<file path="config.mk">
export PLATFORM = sky130hd
export DESIGN_NAME = serial_full_subtractor
export DESIGN_NICKNAME = d
export VERILOG_FILES = /design/src/rtl/serial_full_subtractor.sv
export SDC_FILE = /design/constraint.sdc
export NUM_CORES = 1
export LEC_CHECK = 0
export CORE_MARGIN = 2
export CORE_UTILIZATION = 45
export DETAILED_ROUTE_END_ITERATION = 8
export GPL_TIMING_DRIVEN = 0
export HOLD_SLACK_MARGIN = 0.03
export PLACE_DENSITY = 0.79
export SYNTH_ARGS = -nofsm -noshare
export SYNTH_HDL_FRONTEND = slang
export SYNTH_SLANG_ARGS = --single-unit
</file>
<file path="constraint.sdc">
create_clock -name clk -period 1.89 [get_ports clk]
set_clock_uncertainty 0.2 [all_clocks]
set_input_delay 0.2835 -clock clk [delete_from_list [all_inputs] [get_ports clk]]
set_output_delay 0.2835 -clock clk [all_outputs]
set_load 0.01 [all_outputs]
</file>
<file path="src/rtl/serial_full_subtractor.sv">
// Bit-serial subtractor: diff = a - b - bin, one bit per clock LSB first,
// through a single full-subtractor cell and a registered borrow.
module serial_full_subtractor #(
    parameter int WIDTH = 8
) (
    input  logic             clk,
    input  logic             rst_n,
    input  logic             in_valid,
    output logic             in_ready,
    input  logic [WIDTH-1:0] a,
    input  logic [WIDTH-1:0] b,
    input  logic             bin,
    output logic             out_valid,
    input  logic             out_ready,
    output logic [WIDTH-1:0] diff,
    output logic             bout
);

    localparam int CW = (WIDTH > 2) ? $clog2(WIDTH) : 1;
    localparam logic [CW-1:0] LAST = CW'(WIDTH - 1);

    typedef enum logic [1:0] {IDLE, RUN, DONE} state_t;

    state_t           state;
    logic [WIDTH-1:0] a_sr;
    logic [WIDTH-1:0] b_sr;
    logic [WIDTH-1:0] diff_sr;
    logic             borrow;
    logic [CW-1:0]    count;
    logic             d_bit;
    logic             c_next;

    function automatic logic sub_diff(input logic x, input logic y, input logic c);
        return x ^ y ^ c;
    endfunction

    function automatic logic sub_borrow(input logic x, input logic y, input logic c);
        return (~x & y) | (~(x ^ y) & c);
    endfunction

    always_comb begin
        d_bit  = sub_diff(a_sr[0], b_sr[0], borrow);
        c_next = sub_borrow(a_sr[0], b_sr[0], borrow);
    end

    // rst_n gates in_ready so no operand is taken while reset is asserted.
    assign in_ready = (state == IDLE) & rst_n;

    always_ff @(posedge clk) begin
        if (!rst_n) begin
            state     <= IDLE;
            count     <= '0;
            borrow    <= 1'b0;
            diff      <= '0;
            bout      <= 1'b0;
            out_valid <= 1'b0;
        end else begin
            case (state)
                IDLE: begin
                    if (in_valid) begin
                        a_sr   <= a;
                        b_sr   <= b;
                        borrow <= bin;
                        count  <= '0;
                        state  <= RUN;
                    end
                end
                RUN: begin
                    a_sr    <= a_sr >> 1;
                    b_sr    <= b_sr >> 1;
                    diff_sr <= {d_bit, diff_sr[WIDTH-1:1]};
                    borrow  <= c_next;
                    if (count == LAST) begin
                        diff      <= {d_bit, diff_sr[WIDTH-1:1]};
                        bout      <= c_next;
                        out_valid <= 1'b1;
                        state     <= DONE;
                    end else begin
                        count <= count + 1'b1;
                    end
                end
                DONE: begin
                    if (out_ready) begin
                        out_valid <= 1'b0;
                        state     <= IDLE;
                    end
                end
                default: begin
                    state     <= IDLE;
                    out_valid <= 1'b0;
                end
            endcase
        end
    end

endmodule
</file>
## Yosys cells after proc, flatten, opt, wreduce, memory -nomap -nowiden

Cells that the tools add are included.

- Flip-flop bits (word level): 40
- Logic and storage cells: 51

- $add $sub $neg: 1
- Equal/unequal tests: 7
- Muxes and demuxes: 16
- Bitwise gates (word level): 9
- Reductions and logical operators: 9

Operators with widths:

| cell | count |
|---|---|
| case mux 8 bit (2 select lines) | 2 |
| two-way mux 8 bit | 2 |
| AND reduction 3 bit | 4 |
| inequality test 2 bit, second input constant | 4 |
| two-way mux 2 bit | 3 |
| two-way mux 3 bit | 2 |
| case mux 2 bit (3 select lines) | 1 |
| case mux 3 bit (2 select lines) | 1 |
| AND reduction 2 bit | 3 |
| adder 3 x 1 -> 3 bit, second input constant | 1 |
| AND 1 bit | 3 |
| == test 3 bit, second input constant | 1 |
| two-way mux 1 bit | 3 |
| NOT 1 bit | 3 |
| case mux 1 bit (3 select lines) | 1 |
| == test 2 x 1 -> 1 bit, second input constant | 1 |
| == test 2 bit, second input constant | 1 |
| logical NOT 2 bit | 1 |
| case mux 1 bit (2 select lines) | 1 |
| nonzero test 2 bit | 1 |
| XOR 1 bit | 2 |
| OR 1 bit | 1 |

## Logic depth before layout (Yosys ltp)

Gate-level depths: netlist (run 1).

- Depth in word-level cells: 5
- Gate-level depth with buffers: 6
- Depth with buffers taken out: 5

## Worst setup path after synthesis (run 1)

Ideal clock, no wire load.

- Path type: input to register
- Start: input port rst_n
- End: register a_sr[0] (enable)
- Setup time: 0.388 ns
- Data arrival time: 1.390 ns
- Data required time: 1.302 ns
- Path slack: -0.088 ns
- Stages: 3
- Buffers on the path: 1
- Path through: clkinv_1 > clkbuf_1 > nor2_1

- Cells in the longest elaborated chain, start to end: 1

Ends and longest elaborated chain:

| element | RTL line | source |
|---|---|---|
| from (decl) | 7 | `input logic rst_n,` |
| AND reduction 3 bit (no source line) | n/a |  |
| to (signal assigned) | 69 | `a_sr <= a_sr >> 1;` |
| to (decl) | 25 | `logic [WIDTH-1:0] a_sr;` |

No other way between the ends.
A chain may end at the register's enable or synchronous reset.

## Worst setup path in the final report (run 1)

- Start: register count[0]
- End: register diff[1]

- Cells in the longest elaborated chain, start to end: 2

Ends and longest elaborated chain:

| element | RTL line | source |
|---|---|---|
| from (decl) | 29 | `logic [CW-1:0] count;` |
| from (signal assigned) | 79 | `count <= count + 1'b1;` |
| == test 3 bit | 73 | `if (count == LAST) begin` |
| AND reduction 2 bit (no source line) | n/a |  |
| to (signal assigned) | 74 | `diff <= {d_bit, diff_sr[WIDTH-1:1]};` |
| to (decl) | 15 | `output logic [WIDTH-1:0] diff,` |

No other way between the ends.

==> key figures, run 1 <==
Floorplanning
  – Full die area: 0.00405 mm²
  – Die height: 63.6 µm
  – Placement Rows: 21
  – Core Box Area: 0.00336 mm²
  – Top Ports: 32
  – Initial Utilization: 47.6%
  – Chip width: 63.6 µm

CTS
  – Post-CTS Hold Buffers: 0
  – Num CTS Buffers: 5
  – Clk pin slew, worst setup/hold paths: 110 ps
  – CTS tree: yes
  – Root Driver: clkbuf_4
  – Clock tree buffer depth: 2
  – Clock sink count: 39
  – Worst-Skew Late Latency: 350 ps
  – H-tree level count: 2

Drt
  – Post-Route WL: 2530 µm
  – Vias per inst: 4.92
  – Vias: 1024
  – # DRC: 0
  – Antenna Nets Post-Route: 0
  – Router iterations before antenna repair: 4
  – WL per Instance: 12.2 µm
  – Iter 0 DRT Violations: 34

Global route
  – Gr usage total: 14.1%
  – Number of global-route vias before repair: 967
  – Largest net degree at the start of global routing: 17
  – Initial antenna violation count: 0
  – Global-route wire length before repair: 4320 µm
  – Grt ovf: 0

Timing
  – Final setup fails: 0
  – Final number of hold-violating endpoints: 0
  – Worst slew pin tran: 521 ps
  – Minimum clock period: 1730 ps
  – Fmax: 577 MHz
  – Slew HR: 65.3%
  – RSZ-0062 raised after global routing: false
  – Final slew viol count: 0
  – Final Cycle Share: 91.7%

Power
  – Psw: 336 µW
  – Internal Power: 1.32 mW
  – Sequential Power Share: 57.8%
  – PwrDens: 801 mW/mm²
  – Leakage: 0.741 nW
  – Worst VDD drop: 0.468 mV
  – Clk pwr share: 32.0%
  – Sw frac: 20.3%
  – Comb pwr share: 10.1%

Yosys
  – Synth warn: 0
  – Adder-cell area share of the yosys netlist: 2.81%
  – Post-synth EDFFs: 23
  – Sequential share of the synthesized area: 63.2%
  – Post-synthesis simple-gate area fraction: 11.5%
  – Syn Area/Cell: 13.1 µm²
  – Post-Synth XOR/XNOR Area: 0%
  – Multiplexer area fraction after synthesis: 11.5%
  – Top_reg_cell synth: edfxtp_1
  – Asr flop ratio synth: 0%
  – Largest family of logic cells by synthesized area: simple AND/OR/NAND/NOR gates
  – Syn Inst Count: 122
  – Yosys cell types: 28
  – Net Count, Synth: 146
  – Synth Register Bits: 39
  – Synth Cell Area: 0.00160 mm²
  – Post-synthesis compound-gate area fraction: 7.51%

Critical path
  – Critical Path End Type: register
  – CP arrival: 1810 ps
  – Req. time, crit path: 1970 ps
  – Startpoint types: register
  – WS Path Type: register to register
  – Crit path max fanout: 10

Cells and area
  – Final instance area: 0.00207 mm²
  – Final core utilization: 61.5%
  – Commonest cells after routing, fill and taps aside: clkdlybuf4s50_1 (30), edfxtp_1 (23), nand2_1 (19), dfxtp_1 (16), a21oi_1 (13)
  – Area Overhead vs Synth: 29.2%
  – Share of post-route cells with drive strength above 1: 19.8%
  – Commonest non-fill, non-tap cell in the layout: clkdlybuf4s50_1
  – Ant diodes: 0
  – Nets@finish: 185

Flow run
  – Max cap viols: 0

Worst hold path
  – Worst min-delay path category: register to register

Placed design
  – Gpl congestion: 0.766
  – Port bufs: 31
  – Final HPWL DP: 1840 µm
  – Placed Area: 0.00197 mm²

Run status
  – Status: finished, final reports clean
cell type report:
type / instances / area [µm²]
Fill cell: 294 / 1290
Sequential cell: 39 / 1010
Multi-Input combinational cell: 75 / 541
Timing Repair Buffer: 32 / 325
Tap cell: 46 / 57.6
Buffer: 5 / 45.0
Clock inverter: 3 / 38.8
Clock buffer: 5 / 37.5
Inverter: 3 / 12.5
worst max-delay path, stage by stage (launching register included):
cell and delay (ps):
dfxtp_1 390, ha_1 180, ha_1 260, and3b_2 230
buf_2 190, nand2_1 80, a21oi_1 140
metal layers:
metal	global-route usage (%)	vias up	wire, µm
met5	0	-	0
met1	16.7	474	1100
met4	6.52	0	56
met2	22.2	29	1210
met3	5.71	6	159
li1	-	515	-
per-stage QoR:
step | hold WS [ps] | setup slack, ps | setup TNS (ps) | power [mW] | std cells
3_5_place_dp | 237 | -713 | -11780 | 1.14 | 199
5_1_grt | 289 | 8.07 | 0 | 1.74 | 208
6_report | 261 | 156 | 0 | 1.66 | 208
4_1_cts | 264 | 18.5 | 0 | 1.67 | 207
2_1_floorplan | 226 | 160 | 0 | 1.07 | 122
3_3_place_gp | 240 | -703 | -11620 | 1.14 | 199
sequential cells by signal, indices dropped and copies added, names as in the netlist:
name and cells:
count 3, diff_sr 7, state 2, bout 1, borrow 1, diff 8, out_valid 1, a_sr 8
b_sr 8
cells by family (layout without fill, tap and decap cells):
logic type,after synthesis,in the layout
flops,39,39
simple gates,38,38
compound gates,20,20
mux,14,14
buf+inv,8,48
fa+ha+maj,3,3
synth_stat cells (2+ instances only):
| cell type | instances | share of area [%] |
|---|---|---|
| a211oi_1 | 2 | 0.94 |
| a21oi_1 | 13 | 4.1 |
| a32oi_1 | 2 | 1.1 |
| and2_1 | 2 | 0.78 |
| and2b_1 | 2 | 0.94 |
| buf_2 | 2 | 0.63 |
| dfxtp_1 | 16 | 20 |
| edfxtp_1 | 23 | 43 |
| ha_1 | 2 | 1.6 |
| inv_1 | 2 | 0.47 |
| mux2_2 | 7 | 4.9 |
| mux2_4 | 7 | 6.6 |
| nand2_1 | 19 | 4.5 |
| nor2_1 | 6 | 1.4 |
| nor2b_1 | 2 | 0.78 |
| nor3_1 | 3 | 0.94 |
path summary, 6_finish.rpt:
path	depth (start not counted)	startpoint	end	slack (ps)
worst max-delay path	6	count[0]$_SDFFE_PN0P_	diff[1]$_SDFFE_PN0P_	160
worst min-delay path	2	diff[7]$_SDFFE_PN0P_	diff[7]$_SDFFE_PN0P_	260
worst max register to register	6	count[0]$_SDFFE_PN0P_	diff[1]$_SDFFE_PN0P_	160
worst min register to register	2	diff[7]$_SDFFE_PN0P_	diff[7]$_SDFFE_PN0P_	260
power by group through the flow:
| stage | Clock (mW) | Sequential, mW | Combinational (mW) |
|---|---|---|---|
| detailed placement | 0 | 0.977 | 0.162 |
| floorplan | 0 | 0.972 | 0.0995 |
| finish | 0.531 | 0.957 | 0.168 |
| global route | 0.598 | 0.962 | 0.185 |
| global placement | 0 | 0.976 | 0.159 |
| CTS | 0.550 | 0.958 | 0.163 |
repair_timing:
item                       in CTS  in global routing
pin swaps                       1                  1
gates cloned                    0                  0
buffers inserted                0                  1
resized for setup               3                  2
setup endpoints to repair      17                 17
No activity file was read; power rests on OpenSTA's default activity.
==> inputs of run 2 (changes only) <==
--- a/config.mk
+++ b/config.mk
@@ -8,8 +8,6 @@
 export CORE_MARGIN = 2
 export CORE_UTILIZATION = 45
 export DETAILED_ROUTE_END_ITERATION = 8
-export GPL_TIMING_DRIVEN = 0
-export HOLD_SLACK_MARGIN = 0.03
 export PLACE_DENSITY = 0.79
 export SYNTH_ARGS = -nofsm -noshare
 export SYNTH_HDL_FRONTEND = slang
==> run 2 against run 1 <==
  * Via count up 2.0%
  * Largest power group unchanged
  * Non-clock buffer count is 2 lower
  * Die area stayed put
  * Total power decreased by 6.1%
  * Maximum frequency shrank 2.4%
==> key figures, run 2 (synthesis results as in run 1) <==
Drt
  – Post-Route WL: 2630 µm
  – # DRC: 0
  – Iter 0 DRT Violations: 70
  – Vias: 1044
  – Antenna Nets Post-Route: 0
  – Router iterations before antenna repair: 4
  – WL per Instance: 12.7 µm
  – Vias per inst: 5.07

Timing
  – Final number of hold-violating endpoints: 0
  – Fmax: 563 MHz
  – Final slew viol count: 0
  – Total negative setup slack: 0 ps
  – RSZ-0062 raised after global routing: false
  – Final Cycle Share: 94.0%
  – Worst slew pin tran: 300 ps
  – Final setup fails: 0
  – Minimum clock period: 1780 ps
  – Setup ws final: 113 ps
  – Worst hold margin: 267 ps
  – Slew HR: 79.7%

Global route
  – Global-route wire length before repair: 4710 µm
  – Grt ovf: 0
  – Initial antenna violation count: 0
  – Largest net degree at the start of global routing: 18
  – Number of global-route vias before repair: 1032
  – Gr usage total: 15.7%

Critical path
  – CP max-delay cell: dfxtp_1
  – Critical Path End Type: register
  – Crit path max fanout: 12
  – Crit path launch: count[0]$_SDFFE_PN0P_
  – Crit-path most repeated cell: ha_1
  – WS Path Type: register to register
  – Startpoint types: register
  – CP arrival: 1840 ps
  – Worst Path Buf+Inv: 0
  – Worst-path cell chain: ha_1 -> ha_1 -> and3b_2 -> nor2_1 -> a211oi_1
  – Req. time, crit path: 1950 ps
  – CP delay by family, top: adder cells
  – FF-to-FF Start: count[0]$_SDFFE_PN0P_
  – Max stage delay on crit path: 400 ps

Cells and area
  – Top flop regs: a_sr: 8 flops, b_sr: 8 flops, diff: 8 flops
  – Share of post-route cells with drive strength above 1: 18.1%
  – Area Overhead vs Synth: 27.6%
  – Final instance area: 0.00204 mm²
  – Commonest non-fill, non-tap cell in the layout: clkdlybuf4s50_1
  – Nets@finish: 183
  – Ant diodes: 0
  – Final core utilization: 60.7%
  – Commonest cells after routing, fill and taps aside: clkdlybuf4s50_1 (30), edfxtp_1 (23), nand2_1 (19), dfxtp_1 (16), a21oi_1 (13)

CTS
  – Clk pin slew, worst setup/hold paths: 110 ps
  – Num CTS Buffers: 5
  – Worst-Skew Late Latency: 340 ps
  – Clock sink count: 39
  – H-tree level count: 2
  – Root Driver: clkbuf_4
  – CTS tree: yes
  – Post-CTS setup buffer count: 0
  – Clock tree buffer depth: 2

Power
  – Sequential Power Share: 61.6%
  – Worst VDD drop: 0.444 mV
  – Comb pwr share: 10.6%
  – PwrDens: 761 mW/mm²
  – Internal Power: 1.22 mW
  – Sw frac: 21.3%
  – Leakage: 0.721 nW
  – Clk pwr share: 27.8%
  – Psw: 331 µW

Run status
  – Status: finished, final reports clean

Flow run
  – Max cap viols: 0

Floorplanning
  – Placement Rows: 21
  – Top Ports: 32
  – Chip width: 63.6 µm
  – Core Box Area: 0.00336 mm²
  – Die height: 63.6 µm
  – Full die area: 0.00405 mm²
  – Initial Utilization: 47.6%

Placed design
  – Gpl congestion: 0.739
  – Place WS: -192 ps
  – Placed Area: 0.00198 mm²
  – Port bufs: 31
  – Final HPWL DP: 2000 µm

Worst hold path
  – Worst hold start: diff[7]$_SDFFE_PN0P_
  – Worst min-delay path category: register to register
run 2: final cells by class:
type | instances | area, µm²
Fill cell | 297 | 1320
Clock buffer | 6 | 51.3
Timing Repair Buffer | 35 | 364
Tap cell | 46 | 57.6
Inverter | 3 | 11.3
Clock inverter | 2 | 11.3
Multi-Input combinational cell | 75 | 536
Sequential cell | 39 | 1010
run 2: what timing repair did:
| action | 4_1_cts | 5_1_grt |
|---|---|---|
| setup endpoints to repair | 1 | 1 |
| pin swaps | 0 | 1 |
| hold buffers | 0 | 0 |
| resized for setup | 1 | 0 |
run 2: path summary, 6_finish.rpt:
kind                            slack, ps              endpoint  cells past startpoint
worst max-delay path                  110     bout$_SDFFE_PN0P_                      5
worst min-delay path                  270  diff[7]$_SDFFE_PN0P_                      2
worst max register to register        110     bout$_SDFFE_PN0P_                      5
worst min register to register        270  diff[7]$_SDFFE_PN0P_                      2
run 2: power groups by stage:
| stage | registers, mW | clock network (mW) | logic (mW) |
|---|---|---|---|
| floorplan | 0.972 | 0 | 0.0995 |
| global placement | 0.975 | 0 | 0.163 |
| detailed placement | 0.977 | 0 | 0.168 |
| CTS | 0.958 | 0.449 | 0.168 |
| global route | 0.962 | 0.496 | 0.182 |
| finish | 0.957 | 0.432 | 0.165 |
run 2: per-layer routing:
layer	vias to the layer above	global-route usage (%)	wire length, µm
met3	7	6.79	172
met2	29	26.2	1310
li1	512	-	-
met5	-	0	0
met4	0	6.79	50
met1	496	17.4	1090
run 2: per-stage QoR:
stage	power, mW	cells
6_report	1.55	206
5_1_grt	1.64	206
4_1_cts	1.57	206
3_5_place_dp	1.14	198
3_3_place_gp	1.14	198
2_1_floorplan	1.07	122
run 2: worst reg2reg max path, cell delays in order (launching register included):
cell      delay, ps
dfxtp_1         400
ha_1            190
ha_1            260
and3b_2         350
nor2_1           80
a211oi_1        230
==> RTL edit: new RTL, config.mk and constraints of run 1 <==
Set the parameter `WIDTH` to 16 (it was 8).
--- a/src/rtl/serial_full_subtractor.sv
+++ b/src/rtl/serial_full_subtractor.sv
@@ -2,5 +2,5 @@
 // through a single full-subtractor cell and a registered borrow.
 module serial_full_subtractor #(
-    parameter int WIDTH = 8
+    parameter int WIDTH = 16
 ) (
     input  logic             clk,
Ports: changed (resized a, b and diff); port bits go from 32 to 56. No check against the original RTL was run, so the function may have changed too.
==> RTL edit against run 1 <==
Area after synthesis rose by 81%; final cell count rose by 69%; sequential power rose by 86%; via count rose by 73%; count of clock-buffer cells in the layout rose by 6; combinational power rose by 55%; worst setup slack got worse by 0.046 ns; sequential cell count rose by 33; cell area rose by 81%; routed wire length rose by 99%; total power rose by 99%; first-iteration DRC count rose to 2.7 times the old value.
==> RTL edit: results (changes against run 1) <==
{
  "final_cells": {"value": 351, "change": "+69%"},
  "outcome": {"value": "finished clean"},
  "met3_wirelength": {"value": 347, "unit": "um", "change": "+120%"},
  "netlist-cell-type-count": {"value": 31, "change": "+11%"},
  "nFillCells": {"value": 526, "change": "+79%"},
  "hpwlAfterDp": {"value": 3460, "unit": "um", "change": "+88%"},
  "postRouteWirelength": {"value": 5050, "unit": "um", "change": "+99%"},
  "netlist_instances": {"value": 204, "change": "+67%"},
  "numPlacedInstances": {"value": 335, "change": "+68%"},
  "cts_root_buffer": {"value": "clkbuf_8"},
  "critical-path-top-delay-family": {"value": "compound AO/OA/AOI/OAI gates"},
  "dpl_cell_area": {"value": 0.00353, "unit": "mm^2", "change": "+79%"},
  "cp_max_fo": {"value": 6, "change": "-4"},
  "path_clk_slew": {"value": 0.07, "unit": "ns", "change": "-0.04 ns"},
  "cts-buffers-inserted": {"value": 9, "change": "+4"},
  "grt.met1_usage": {"value": 0.188, "change": "+0.0203"},
  "vias_in_the_first_global_route": {"value": 1791, "change": "+85%"},
  "power_share_of_the_clock_group": {"value": 0.380, "change": "+0.060"},
  "final_weighted_congestion_in_routability_driven_placement": {"value": 0.750, "change": "-2.1%"},
  "critical-path-slowest-cell": {"value": "a21boi_0"},
  "numSequentialCells": {"value": 72, "change": "+85%"},
  "seq_area": {"value": 0.00191, "unit": "mm^2", "change": "+89%"},
  "power.share.switching": {"value": 0.214, "change": "+0.0106"},
  "synthTopCellsByCount": {"value": "47 x edfxtp_1, 36 x nand2_1, 30 x mux2_2, 25 x dfxtp_1, 17 x mux2i_1"},
  "clockBufferCount": {"value": 11, "change": "+6"},
  "cp_slowest_stage_delay": {"value": 0.42, "unit": "ns", "change": "+0.03 ns"},
  "port-buffer-count": {"value": 54, "change": "+74%"},
  "syn_nets": {"value": 243, "change": "+66%"},
  "clockNetworkPower": {"value": 1.25, "unit": "mW", "change": "+140%"},
  "mux_contribution_to_synthesized_area": {"value": 0.176, "change": "+0.0606"},
  "slew_headroom": {"value": 0.682, "change": "+0.0288"},
  "grt_util_met3": {"value": 0.0678, "change": "+0.0107"},
  "detailedRoute.firstIterationViolations": {"value": 91, "change": "+170%"}
}
## RTL edit: cell types whose count changed in the layout (fill, tap and decap cells not counted), moves of 5 or more
cell / change
mux2_4: -7
mux2_2: +23
dfxtp_1: +9
nand2_1: +17
edfxtp_1: +24
clkbuf_4: -5
mux2i_1: +17
a21oi_1: -9
clkbuf_8: +11
clkdlybuf4s50_1: +23
## RTL edit: logic make-up (layout without fill, tap and decap cells)
| kind of cell | after synthesis | after routing |
|---|---|---|
| flops | 72 | 72 |
| simple gates | 52 | 52 |
| fa+ha+maj | 2 | 2 |
| buf+inv | 16 | 86 |
| compound gates | 15 | 15 |
| mux | 47 | 47 |
## RTL edit: what timing repair did
action                     CTS  global route
resized for setup            3             2
pin swaps                    0             0
setup endpoints to repair   48            17
## RTL edit: path summary, 6_finish.rpt
kind	slack [ns]	to	cells after the start
hold / removal	0.12	count[0]	3
setup / recovery	0.11	count[2]	4
setup reg to reg	0.11	count[2]	4
hold reg to reg	0.26	diff_sr[9]	0
